### src/rtl/hazard_scoreboard.sv
// Pipeline hazard controller with a per-register countdown scoreboard for long ops; optional HAZARD_PERF_EN perf counters, DEBUG_HAZARD trace.
// Latency: hazard_signal/sb_busy combinational, scoreboard updates on the next rising edge.
// Backpressure: none accepted; stalls are issued to IF/ID via hazard_signal.
module hazard_scoreboard #(
  parameter int NREG    = 32,
  parameter int REGW    = $clog2(NREG),
  parameter int MAX_LAT = 8,
  parameter int CNTW    = $clog2(MAX_LAT + 1)
) (
  input  logic            clk,
  input  logic            rst,
  input  logic [REGW-1:0] IFrs1,
  input  logic [REGW-1:0] IFrs2,
  input  logic [REGW-1:0] IDrd,
  input  logic            IDmemRead,
  input  logic            IDlong,
  input  logic [CNTW-1:0] IDlong_lat,
  input  logic            PCSel,
  input  logic            jump_taken,
  input  logic            stall_IMEM,
  input  logic            stall_DMEM,
  output logic [3:0]      hazard_signal,
  output logic            sb_busy,
  output logic [31:0]     perf_stall,
  output logic [31:0]     perf_flush
);

  localparam logic [3:0] HS_DN       = 4'b0000;
  localparam logic [3:0] STALL_EARLY = 4'b0001;
  localparam logic [3:0] STALL_MMU   = 4'b0010;
  localparam logic [3:0] FLUSH_EARLY = 4'b0100;
  localparam logic [3:0] FLUSH_ALL   = 4'b1000;

  logic [CNTW-1:0] cnt_q [NREG];
  logic [CNTW-1:0] cnt_d [NREG];
  logic [CNTW-1:0] lat_clamped;
  logic            issue;
  logic            haz_rs1;
  logic            haz_rs2;

  // A count of 1 means the result is forwardable this cycle, so only >1 stalls.
  always_comb begin
    haz_rs1 = (IFrs1 != '0) &&
              (((IDmemRead || IDlong) && (IDrd == IFrs1)) || (cnt_q[IFrs1] > CNTW'(1)));
    haz_rs2 = (IFrs2 != '0) &&
              (((IDmemRead || IDlong) && (IDrd == IFrs2)) || (cnt_q[IFrs2] > CNTW'(1)));
  end

  always_comb begin
    if (PCSel)                          hazard_signal = FLUSH_ALL;
    else if (jump_taken)                hazard_signal = FLUSH_EARLY;
    else if (stall_IMEM || stall_DMEM)  hazard_signal = STALL_MMU;
    else if (haz_rs1 || haz_rs2)        hazard_signal = STALL_EARLY;
    else                                hazard_signal = HS_DN;
  end

  always_comb begin
    issue = IDlong && (IDrd != '0) && !PCSel && !stall_IMEM && !stall_DMEM;
    if (IDlong_lat <= CNTW'(1))            lat_clamped = CNTW'(1);
    else if (IDlong_lat > CNTW'(MAX_LAT))  lat_clamped = CNTW'(MAX_LAT);
    else                                   lat_clamped = IDlong_lat;
  end

  // Flushes never clear counters: in-flight ops are older than the redirect.
  always_comb begin
    cnt_d[0] = '0;
    for (int r = 1; r < NREG; r++) begin
      cnt_d[r] = cnt_q[r];
      if (rst)                                cnt_d[r] = '0;
      else if (issue && (IDrd == REGW'(r)))   cnt_d[r] = lat_clamped;
      else if (cnt_q[r] != '0)                cnt_d[r] = cnt_q[r] - CNTW'(1);
    end
  end

  always_ff @(posedge clk) begin
    for (int r = 0; r < NREG; r++) cnt_q[r] <= cnt_d[r];
  end

  always_comb begin
    sb_busy = 1'b0;
    for (int r = 1; r < NREG; r++) sb_busy = sb_busy | (cnt_q[r] != '0);
  end

`ifdef HAZARD_PERF_EN
  logic [31:0] perf_stall_q, perf_stall_d;
  logic [31:0] perf_flush_q, perf_flush_d;

  always_comb begin
    perf_stall_d = perf_stall_q;
    perf_flush_d = perf_flush_q;
    if (rst) begin
      perf_stall_d = '0;
      perf_flush_d = '0;
    end else begin
      if ((hazard_signal == STALL_MMU || hazard_signal == STALL_EARLY) && perf_stall_q != 32'hFFFF_FFFF)
        perf_stall_d = perf_stall_q + 32'd1;
      if ((hazard_signal == FLUSH_ALL || hazard_signal == FLUSH_EARLY) && perf_flush_q != 32'hFFFF_FFFF)
        perf_flush_d = perf_flush_q + 32'd1;
    end
  end

  always_ff @(posedge clk) begin
    perf_stall_q <= perf_stall_d;
    perf_flush_q <= perf_flush_d;
  end

  assign perf_stall = perf_stall_q;
  assign perf_flush = perf_flush_q;
`else
  assign perf_stall = 32'd0;
  assign perf_flush = 32'd0;
`endif

`ifdef DEBUG_HAZARD
  always @(posedge clk) begin
    $display("[hazard] t=%0t hs=%b busy=%b", $time, hazard_signal, sb_busy);
    for (int r = 1; r < NREG; r++)
      if (cnt_q[r] != '0) $display("[hazard]   cnt[%0d]=%0d", r, cnt_q[r]);
  end
`endif

endmodule

### config.mk
export PLATFORM = sky130hd
export DESIGN_NAME = hazard_scoreboard
export DESIGN_NICKNAME = d
export VERILOG_FILES = /design/src/rtl/hazard_scoreboard.sv
export SDC_FILE = /design/constraint.sdc
export NUM_CORES = 1
export LEC_CHECK = 0
export BUFFER_PORTS_ARGS = -buffer_cell sky130_fd_sc_hd__buf_2
export CAP_MARGIN = 0
export CORE_ASPECT_RATIO = 0.7
export CORE_MARGIN = 3
export CORE_UTILIZATION = 53
export DETAILED_ROUTE_END_ITERATION = 10
export PLACE_DENSITY = 0.74
export SYNTH_ARGS = -nofsm -noshare
export SYNTH_HDL_FRONTEND = slang
export SYNTH_SLANG_ARGS = --single-unit
### constraint.sdc
create_clock -name clk -period 2.33 [get_ports clk]
set_input_delay 0 -clock clk [delete_from_list [all_inputs] [get_ports clk]]
set_output_delay 0 -clock clk [all_outputs]
set_load 0.01 [all_outputs]
# After elaboration in Yosys (flattened, before gate mapping)
# Memory sizes are Yosys's and may differ from the RTL's.
# Cells that the tools add are included.
# classes
n_bitwise	30
order_cmp	4
n_reduce_logical	81
n_mux	99
n_eq_ne	33
n_addsub	31
# op_table
cell	count
2-to-1 mux 4 bit	98
nonzero test 4 bit	31
subtractor 4 x 1 -> 4 bit, second input constant	31
equality test 5 bit, second input constant	16
equality test 5 x 4 -> 1 bit, second input constant	8
logical AND 1 bit	39
bitwise OR 1 bit	30
equality test 5 x 3 -> 1 bit, second input constant	4
nonzero test 5 bit	3
equality test 5 x 2 -> 1 bit, second input constant	2
equality test 5 bit	2
> comparator 4 x 1 -> 1 bit, second input constant	2
equality test 5 x 1 -> 1 bit, second input constant	1
logical OR 1 bit	5
> comparator 4 bit, second input constant	1
less-or-equal comparator 4 x 1 -> 1 bit, second input constant	1
logical NOT 1 bit	3
2-to-1 mux 1 bit	1
# totals
word_cells	279
reg_bits	0
mem_bits_rw	128
out_inout_bits	69
n_memories	1
# mem_list
name	depth	width	rd	rd_ports_with_merged_regs	write_ports	line_no	rtl
cnt_q	32	4	33	0	32	34	logic [CNTW-1:0] cnt_q [NREG];

# Depth between registers and ports, before layout
# Gate-level depths: netlist of the first run.
# An unclocked memory read counts as a cell.
# depth
word_depth	32
depth_mapped	9
depth_no_buf	7

# Worst setup path after synthesis of the first run
# Ideal clock, no wire load.
# synth_path
path_type	register -> output
from	memory cnt_q[25][1] (netlist name)
to	output port hazard_signal[0]
path_buffers	0
path_stages_with_launch	7
path_slack_ps	599
t_arrival_ps	1731
path_cell_list	dfxtp_1 o41ai_1 a21oi_1 or4b_2 o2111ai_1 o221a_2 o22ai_1
# synth_lines
item	line_no	rtl
start, declared	34	
end, declared	22	output logic [3:0] hazard_signal,

==> results.sh, run 1 <==
export IMPL_status="finished, violations left"
export IMPL_violations="setup timing"
export IMPL_power_internal_w=0.008257
export IMPL_start_util=0.5541
export IMPL_rsz0062_at_grt="true"
export IMPL_fillers=1377
export IMPL_grt_pass1_vias=7326
export IMPL_min_period_ns=2.371
export IMPL_rows=38
export IMPL_ys_ff_latch=124
export IMPL_min_period_over_period=1.018
export IMPL_finalSetupViolCount=1
export IMPL_r2r_start="cnt_q[15][1]"
export IMPL_clk_pin_slew_ns=0.06
export IMPL_grt_pass1_wl_um=38240
export IMPL_synthTopCellsByArea="dfxtp_1 28%, ha_1 8.8%, nor2_1 6.7%"
export IMPL_htreeDepth=4
export IMPL_globalRouteOverflowTotal=0
export IMPL_regMostFlops="cnt_q"
export IMPL_yosysWarnings=0
export IMPL_cts_hold_buf=0
export IMPL_ys_seq_area_frac=0.2821
export IMPL_vias=8082
export IMPL_die_h_um=113.8
export IMPL_yosys_area_top_type="dfxtp_1"
export IMPL_core_um2=15880
export IMPL_finalClockSkew_ns=0.008659
export IMPL_fin_util=0.6256
export IMPL_syn_area_um2=8800
export IMPL_ios=96
export IMPL_wl_um=23640
export IMPL_cap_violations=0
export IMPL_antenna_found_initial=0
export IMPL_synthCells=1165
export IMPL_report_final_hold_viol_count=0
export IMPL_drive_above_1_share=0.1364
export IMPL_reg2reg_depth=9
export IMPL_synth_top_area_frac=0.2821
export IMPL_grt_max_degree=44
export IMPL_required_ns=2.33
export IMPL_post_dp_hpwl_um=16290
export IMPL_synth_avg_cell_area_um2=7.553
export IMPL_cts_max_path_buffers=2
export IMPL_combPwrFrac=0.526
export IMPL_worst_hold_slack_ns=0.01620
export IMPL_finalPower_w=0.01402
export IMPL_p_leak_nw=4.127
export IMPL_yosysMostFrequentCell="nor2_1"
export IMPL_min_delay_start="rst"
export IMPL_via_per_inst=5.620
export IMPL_reg_top3="cnt_q: 124 flops"
export IMPL_drt_pass1_iter_count=8
export IMPL_dieArea_um2=18210
export IMPL_cp_arrival_ns=2.37
export IMPL_setup_tns_ns=-0.04113
export IMPL_endpoint_kind="output port"
export IMPL_timing_rr_end="cnt_q[15][1]"
export IMPL_drc=0
export IMPL_setup_ws_ns=-0.04113
export IMPL_dp_slack_ns=0.2246
export IMPL_area_growth_pct=12.90
export IMPL_crit_fanout=5
export IMPL_synth_edff_count=0
export IMPL_ant_nets=0
export IMPL_ys_flop_type="dfxtp_1"
export IMPL_p_clk_frac=0.195
export IMPL_critPathKind="flip-flop to output port"
export IMPL_clock_root_buffer="clkbuf_16"
export IMPL_hold_path_depth=2
export IMPL_port_buffers=31
export IMPL_cts_sinks=124
export IMPL_switching_share=0.4110
export IMPL_clock_latency_ns=0.42
export IMPL_tightest_slew_ns=0.6154
export IMPL_wl_per_cell_um=16.44
export IMPL_power_frac_seq=0.279
export IMPL_synth_commonest_cells="158 x nor2_1, 124 x dfxtp_1, 113 x nand2_1, 110 x a21oi_1, 68 x inv_1"
export IMPL_largest_reg_flops=124
export IMPL_hold_path_class="input pin to flip-flop"
export IMPL_relSlewSlack=0.5859
export IMPL_clock_fmax_mhz=421.7
export IMPL_yosysUniqueCellTypes=56
export IMPL_r2r_slack_ns=0.78
export IMPL_synthArstFlopShare=0
export IMPL_cts_buffers=17
export IMPL_nets=1293
export IMPL_powerDensity_nw_per_um2=1411
export IMPL_net_switching_power_w=0.005762
export IMPL_slew_violations=0
export IMPL_cts_tree="yes"
export IMPL_die_x_um=160.0
export IMPL_hold_path_end="cnt_q[23][2]"
export IMPL_drt_initial_drc_count=704
export IMPL_cp_start_kind="flip-flop"
export IMPL_gp_congestion=0.8988
export IMPL_ir_drop_mv=0.7564
export IMPL_grt_use_total=0.2593
power groups by stage:
stage / clock, W / sequential (W) / combinational, W
floorplan: 0 / 0.00363 / 0.00549
global placement: 0 / 0.00383 / 0.00686
detailed placement: 0 / 0.00385 / 0.00701
CTS: 0.00275 / 0.00384 / 0.00719
global route: 0.00284 / 0.00404 / 0.00836
finish: 0.00273 / 0.00392 / 0.00737
critical path, cell delays in order, from the launching register on:
cell and delay, ns:
dfxtp_1 0.36, nor4_1 0.46, a2111oi_0 0.15, a31o_2 0.25, nor4_1 0.26, o311a_1 0.22, o22ai_2 0.09, buf_2 0.17
metal layers:
metal	routed length [µm]	vias up	track usage	part of all wire
li1	-	3972	-	-
met1	10910	3733	0.3782	0.46
met2	10040	336	0.3878	0.42
met3	2274	41	0.05227	0.096
met4	414	0	0.07688	0.018
met5	0	-	0	0
how the worst max path moves through the flow:
stage	endpoint	slack (ns)	startpoint
2_1_floorplan	hazard_signal[0]	0.60	cnt_q[25][1]
3_3_place_gp	cnt_q[4][1]	0.29	stall_IMEM
3_5_place_dp	cnt_q[12][1]	0.22	stall_IMEM
4_1_cts	hazard_signal[0]	0.0003	cnt_q[22][1]
5_1_grt	hazard_signal[0]	-0.11	cnt_q[26][3]
6_report	hazard_signal[0]	-0.04	cnt_q[4][3]
cell usage in the layout (no fill, tap or decap), types with 29 or more instances in the layout:
cell / count
nor2_1: 156
dfxtp_1: 119
nand2_1: 113
a21oi_1: 110
inv_1: 68
conb_1: 64
xnor2_1: 62
ha_1: 62
nand3_1: 50
nor3_1: 45
buf_4: 45
a211oi_1: 35
or3_1: 31
buf_2: 30
o21ai_0: 29
cell families (layout without fill, tap and decap cells):
family	count (synthesis)	in the layout	share of synthesized area
buffers and inverters	189	178	0.1101
AND/OR/NAND/NOR	482	482	0.2648
multiplexers	26	26	0.04237
flip-flops	124	124	0.2821
XOR/XNOR	72	72	0.07166
other	1	65	0.0004262
adder cells (fa/ha/maj)	62	62	0.08816
AO/OA/AOI/OAI	209	209	0.1405
stage by stage:
| step | area (µm²) | instances |
|---|---|---|
| finish | 9935 | 1438 |
| detailed placement | 9128 | 1401 |
| CTS | 9826 | 1434 |
| floorplan | 9036 | 1228 |
| global route | 9932 | 1437 |
| global placement | 9128 | 1401 |
final cells by class:
cell class	count	area [µm²]	share of cell area
antenna	1	2.502	0.0002519
clock buffer	20	466.7	0.04698
clock inverter	12	137.6	0.01385
inverter	68	255.2	0.02569
multi-input combinational	915	5756	0.5793
sequential	124	2494	0.2510
tap	220	275.3	0.02771
timing repair buffer	78	548.0	0.05516
repair_timing:
item | CTS | global route
gates resized for setup | 19 | 21
endpoints found under the hold margin | 0 | 0
pin swaps | 3 | 9
setup buffers | 1 | 3
endpoints found under the setup margin | 2 | 2
No activity file was read; power rests on OpenSTA's default activity.
==> run 2, diff against run 1 <==
--- a/config.mk
+++ b/config.mk
@@ -10,8 +10,10 @@
 export CORE_ASPECT_RATIO = 0.7
 export CORE_MARGIN = 3
 export CORE_UTILIZATION = 53
+export CTS_CLUSTER_DIAMETER = 100
 export DETAILED_ROUTE_END_ITERATION = 10
 export PLACE_DENSITY = 0.74
+export SKIP_CTS_REPAIR_TIMING = 1
 export SYNTH_ARGS = -nofsm -noshare
 export SYNTH_HDL_FRONTEND = slang
 export SYNTH_SLANG_ARGS = --single-unit
==> run 2 against run 1 <==
Against the previous run: the run still ends with setup timing left; global-route usage is 0.19 points lower; critical path depth unchanged; sequential power barely moved; via count hardly changed; utilization is 0.39 points lower; clock skew is 0.00085 ns higher; combinational power is 1% lower; first-iteration DRC count grew 1.7%; non-clock buffer count shrank 4; wire length is 0.12% lower; setup slack got worse by 0.049 ns; power is 0.78% lower; critical endpoint is now sb_busy; largest cell class unchanged.
==> results.sh, run 2 (same netlist as run 1, synthesis figures left out) <==
export IMPL_slew_violations=0
export IMPL_port_buffers=31
export IMPL_relSlewSlack=0.5791
export IMPL_clock_root_buffer="clkbuf_16"
export IMPL_cts_buffers=17
export IMPL_setup_tns_ns=-0.1255
export IMPL_globalRouteOverflowTotal=0
export IMPL_ant_nets=0
export IMPL_clock_latency_ns=0.43
export IMPL_cp_start_kind="flip-flop"
export IMPL_grt_max_degree=44
export IMPL_cts_tree="yes"
export IMPL_drive_above_1_share=0.1294
export IMPL_status="finished, violations left"
export IMPL_core_um2=15880
export IMPL_post_dp_hpwl_um=16290
export IMPL_hold_path_class="input pin to flip-flop"
export IMPL_largest_reg_flops=124
export IMPL_area_growth_pct=12.20
export IMPL_drc=0
export IMPL_ir_drop_mv=0.7343
export IMPL_regMostFlops="cnt_q"
export IMPL_min_period_over_period=1.039
export IMPL_tightest_slew_ns=0.6255
export IMPL_seq_area_um2=2490
export IMPL_slowest_delay_ns=0.37
export IMPL_clk_pin_slew_ns=0.06
export IMPL_crit_chain="inv_1 -> ha_1 -> and2_0 -> nand4_1 -> nor4_1 -> nand2_1 -> buf_2"
export IMPL_die_x_um=160.0
export IMPL_finalPower_w=0.01391
export IMPL_p_leak_nw=4.091
export IMPL_drt_initial_drc_count=716
export IMPL_rsz0062_at_grt="true"
export IMPL_fin_cells=1434
export IMPL_grt_pass1_vias=7272
export IMPL_min_period_ns=2.420
export IMPL_dieArea_um2=18210
export IMPL_nets=1289
export IMPL_grt_pass1_wl_um=38010
export IMPL_critPathKind="flip-flop to output port"
export IMPL_mostFrequentLayoutCell="nor2_1"
export IMPL_via_per_inst=5.631
export IMPL_cts_sinks=124
export IMPL_cap_violations=0
export IMPL_dp_slack_ns=0.2246
export IMPL_vias=8075
export IMPL_htreeDepth=4
export IMPL_cp_arrival_ns=2.42
export IMPL_r2r_slack_ns=0.77
export IMPL_finalClockSkew_ns=0.009507
export IMPL_setup_ws_ns=-0.09000
export IMPL_path_buf_inv=2
export IMPL_antenna_found_initial=0
export IMPL_ios=96
export IMPL_finalSetupViolCount=2
export IMPL_postPlaceCellArea_um2=9128
export IMPL_cts_max_path_buffers=2
export IMPL_reg_top3="cnt_q: 124 flops"
export IMPL_multi_input_comb_area_um2=5728
export IMPL_fillers=1388
export IMPL_place_inst=1401
export IMPL_powerDensity_nw_per_um2=1409
export IMPL_required_ns=2.33
export IMPL_grt_use_total=0.2575
export IMPL_critical_path_slowest_cell="dfxtp_1"
export IMPL_violations="setup timing"
export IMPL_endpoint_kind="output port"
export IMPL_fin_area_um2=9873
export IMPL_start_util=0.5541
export IMPL_drt_pass1_iter_count=5
export IMPL_rows=38
export IMPL_wl_um=23620
export IMPL_clock_fmax_mhz=413.2
export IMPL_wl_per_cell_um=16.47
export IMPL_critPathTopFamily="simple AND/OR/NAND/NOR gates"
export IMPL_crit_fanout=5
export IMPL_report_final_hold_viol_count=0
export IMPL_gp_congestion=0.8988
export IMPL_die_h_um=113.8
export IMPL_most_common_layout_cells="157 x nor2_1, 118 x dfxtp_1, 113 x nand2_1"
[run 2: cell count changes in the layout (fill, tap and decap cells not counted), sizes merged]
cell  change
buf       -4
[run 2: layout make-up]
type / count / share of cell area
inverters: 68 / 0.02585
flip-flops and latches: 124 / 0.2522
diodes: 1 / 0.0002535
clock inverters: 12 / 0.01394
well taps: 220 / 0.02788
multi-input cells: 915 / 0.5802
clock buffers: 20 / 0.04727
repair buffers: 74 / 0.05246
[run 2: path summary, 6_finish.rpt]
kind | to | start | cells after the start
hold reg to reg | cnt_q[30][3] | cnt_q[30][3] | 2
setup / recovery | sb_busy | cnt_q[25][1] | 7
hold / removal | cnt_q[22][2] | rst | 2
setup reg to reg | cnt_q[25][1] | cnt_q[25][1] | 7
[run 2: power by group]
group,total [W],internal [W],switching [W],leakage (nW)
combinational,0.00727,0.00352,0.00375,2.77
sequential,0.00390,0.00299,0.000912,1.03
clock,0.00274,0.00167,0.00107,0.293
[run 2: through the flow]
step,hold slack (ns),util
floorplan,0.04641,-
global placement,0.2398,0.5748
detailed placement,0.2565,0.5748
CTS,0.01884,0.6128
global route,0.04480,0.6216
finish,0.008049,0.6217
[run 2: metal layers]
metal  share of wire  vias to the layer above  wire, µm  track usage
met5               0                        -         0            0
met4           0.016                        0       386      0.07168
met3           0.093                       35      2205      0.05154
met2            0.43                      316     10050       0.3861
met1            0.46                     3760     10980       0.3767
li1                -                     3964         -            -
==> run 3, diff against run 2 <==
--- a/config.mk
+++ b/config.mk
@@ -9,11 +9,10 @@
 export CAP_MARGIN = 0
 export CORE_ASPECT_RATIO = 0.7
 export CORE_MARGIN = 3
-export CORE_UTILIZATION = 53
+export CORE_UTILIZATION = 33
 export CTS_CLUSTER_DIAMETER = 100
 export DETAILED_ROUTE_END_ITERATION = 10
-export PLACE_DENSITY = 0.74
-export SKIP_CTS_REPAIR_TIMING = 1
+export PLACE_DENSITY = 0.51
 export SYNTH_ARGS = -nofsm -noshare
 export SYNTH_HDL_FRONTEND = slang
 export SYNTH_SLANG_ARGS = --single-unit
==> run 3 against run 2 <==
Against the previous run: the run still ends with setup timing left; final area up 2.6%; fmax grew 3.0%; critical endpoint is now hazard_signal[0]; largest power group unchanged; via count decreased by 2.2%; clock-buffer cell count unchanged.
==> results.sh, run 3 (same netlist as run 1, synthesis figures left out) <==
export IMPL_ant_nets=0
export IMPL_report_final_hold_viol_count=0
export IMPL_fillers=2739
export IMPL_clk_pin_slew_ns=0.06
export IMPL_setup_tns_ns=-0.01896
export IMPL_hold_path_class="input pin to flip-flop"
export IMPL_multi_input_comb_area_um2=5720
export IMPL_cts_max_path_buffers=2
export IMPL_clock_latency_ns=0.42
export IMPL_min_period_over_period=1.008
export IMPL_finalClockSkew_ns=0.007659
export IMPL_dieArea_um2=28690
export IMPL_r2r_start="cnt_q[12][1]"
export IMPL_required_ns=2.33
export IMPL_timing_rr_end="cnt_q[12][1]"
export IMPL_powerDensity_nw_per_um2=1407
export IMPL_route_met3_wl_um=1316
export IMPL_fin_cells=1579
export IMPL_ir_drop_mv=0.5551
export IMPL_globalRouteOverflowTotal=0
export IMPL_cap_violations=0
export IMPL_violations="setup timing"
export IMPL_nets=1298
export IMPL_cts_hold_buf=0
export IMPL_wl_um=26270
export IMPL_relSlewSlack=0.5695
export IMPL_n_antenna_cell=0
export IMPL_core_um2=25930
export IMPL_grt_max_degree=52
export IMPL_vias=7901
export IMPL_r2r_slack_ns=0.70
export IMPL_die_x_um=201.2
export IMPL_endpoint_kind="output port"
export IMPL_hold_path_depth=2
export IMPL_rows=49
export IMPL_port_buffers=31
export IMPL_mostFrequentLayoutCell="nor2_1"
export IMPL_cts_tree="yes"
export IMPL_start_util=0.3393
export IMPL_regMostFlops="cnt_q"
export IMPL_drt_initial_drc_count=531
export IMPL_fin_util=0.3908
export IMPL_clock_fmax_mhz=425.7
export IMPL_drc=0
export IMPL_min_period_ns=2.349
export IMPL_grt_pass1_wl_um=41010
export IMPL_tightest_slew_ns=0.6457
export IMPL_htreeDepth=4
export IMPL_cp_arrival_ns=2.35
export IMPL_via_per_inst=5.004
export IMPL_largest_reg_flops=124
export IMPL_drive_above_1_share=0.1342
export IMPL_gp_congestion=0.8891
export IMPL_antenna_found_initial=1
export IMPL_grt_pass1_vias=7285
export IMPL_p_leak_nw=4.140
export IMPL_min_delay_start="rst"
export IMPL_post_dp_hpwl_um=18690
export IMPL_finalSetupViolCount=1
export IMPL_reg_top3="cnt_q: 124 flops"
export IMPL_cp_start_kind="flip-flop"
export IMPL_drt_pass1_iter_count=5
export IMPL_area_growth_pct=15.17
export IMPL_clock_root_buffer="clkbuf_16"
export IMPL_rsz0062_at_grt="true"
export IMPL_crit_fanout=4
export IMPL_critPathKind="flip-flop to output port"
export IMPL_setup_ws_ns=-0.01896
export IMPL_slew_violations=0
export IMPL_highest_layer="met5"
export IMPL_most_common_layout_cells="157 x nor2_1, 118 x dfxtp_1, 113 x nand2_1"
export IMPL_status="finished, violations left"
export IMPL_place_inst=1546
export IMPL_seq_area_um2=2490
export IMPL_reg2reg_depth=7
export IMPL_wl_per_cell_um=16.64
export IMPL_cts_sinks=124
export IMPL_ios=96
export IMPL_wl_met2_um=11100
export IMPL_hold_path_end="cnt_q[19][2]"
export IMPL_cts_buffers=17
export IMPL_wl_met1_um=13510
export IMPL_grt_use_total=0.1811
export IMPL_die_h_um=142.6
[run 3: changes by cell type in the layout (fill, tap and decap cells not counted), moves of 3 or more]
cell	previous run	this run
bufinv_16	2	5
nor3_2	9	5
buf_4	41	51
nor3b_2	1	4
nor3_1	45	48
clkinv_4	4	0
nor3b_1	20	17
[run 3: cell type report]
| cell class | instances | share of cell area |
|---|---|---|
| multi-input combinational | 915 | 0.5644 |
| clock buffer | 20 | 0.04506 |
| sequential | 124 | 0.2457 |
| clock inverter | 12 | 0.01901 |
| inverter | 68 | 0.02519 |
| timing repair buffer | 83 | 0.05654 |
| tap | 357 | 0.04407 |
[run 3: layer usage]
metal | vias up | global-route usage
li1 | 3985 | -
met5 | - | 0
met4 | 2 | 0.04145
met3 | 20 | 0.03782
met1 | 3734 | 0.2675
met2 | 160 | 0.2710
[run 3: repair_timing]
item	CTS	global route
pin swaps	8	6
resized for setup	25	6
endpoints found under the setup margin	2	2
setup buffers	1	0
[run 3: worst max path at each step]
stage,from,end,cells after the start
floorplan,cnt_q[25][1],hazard_signal[0],6
global placement,cnt_q[27][3],hazard_signal[0],7
detailed placement,cnt_q[27][3],hazard_signal[0],7
CTS,cnt_q[27][2],hazard_signal[0],7
global route,cnt_q[25][3],hazard_signal[0],7
finish,cnt_q[18][1],hazard_signal[0],7
[run 3: worst max-delay path, stage by stage (launching register included)]
cell       delay (ns)
dfxtp_1          0.34
nor3_1           0.45
mux4_2           0.33
mux2i_1          0.10
o2111ai_2        0.20
o221a_2          0.22
o22ai_2          0.10
buf_2            0.17
[run 3: stage by stage]
stage	hold WS [ns]	total power, W	instance area, µm²	setup WS, ns
2_1_floorplan	0.04641	0.009128	9036	0.5988
3_3_place_gp	0.2449	0.01097	9346	0.2309
3_5_place_dp	0.2518	0.01103	9346	0.2089
4_1_cts	0.06377	0.01424	10110	-0.01072
5_1_grt	0.09169	0.01553	10130	-0.09496
6_report	0.07423	0.01426	10130	-0.01896
[run 3: report_power, final]
group / internal (W) / switching (W)
combinational: 0.00354 / 0.00381
clock: 0.00195 / 0.00105
sequential: 0.00299 / 0.000916
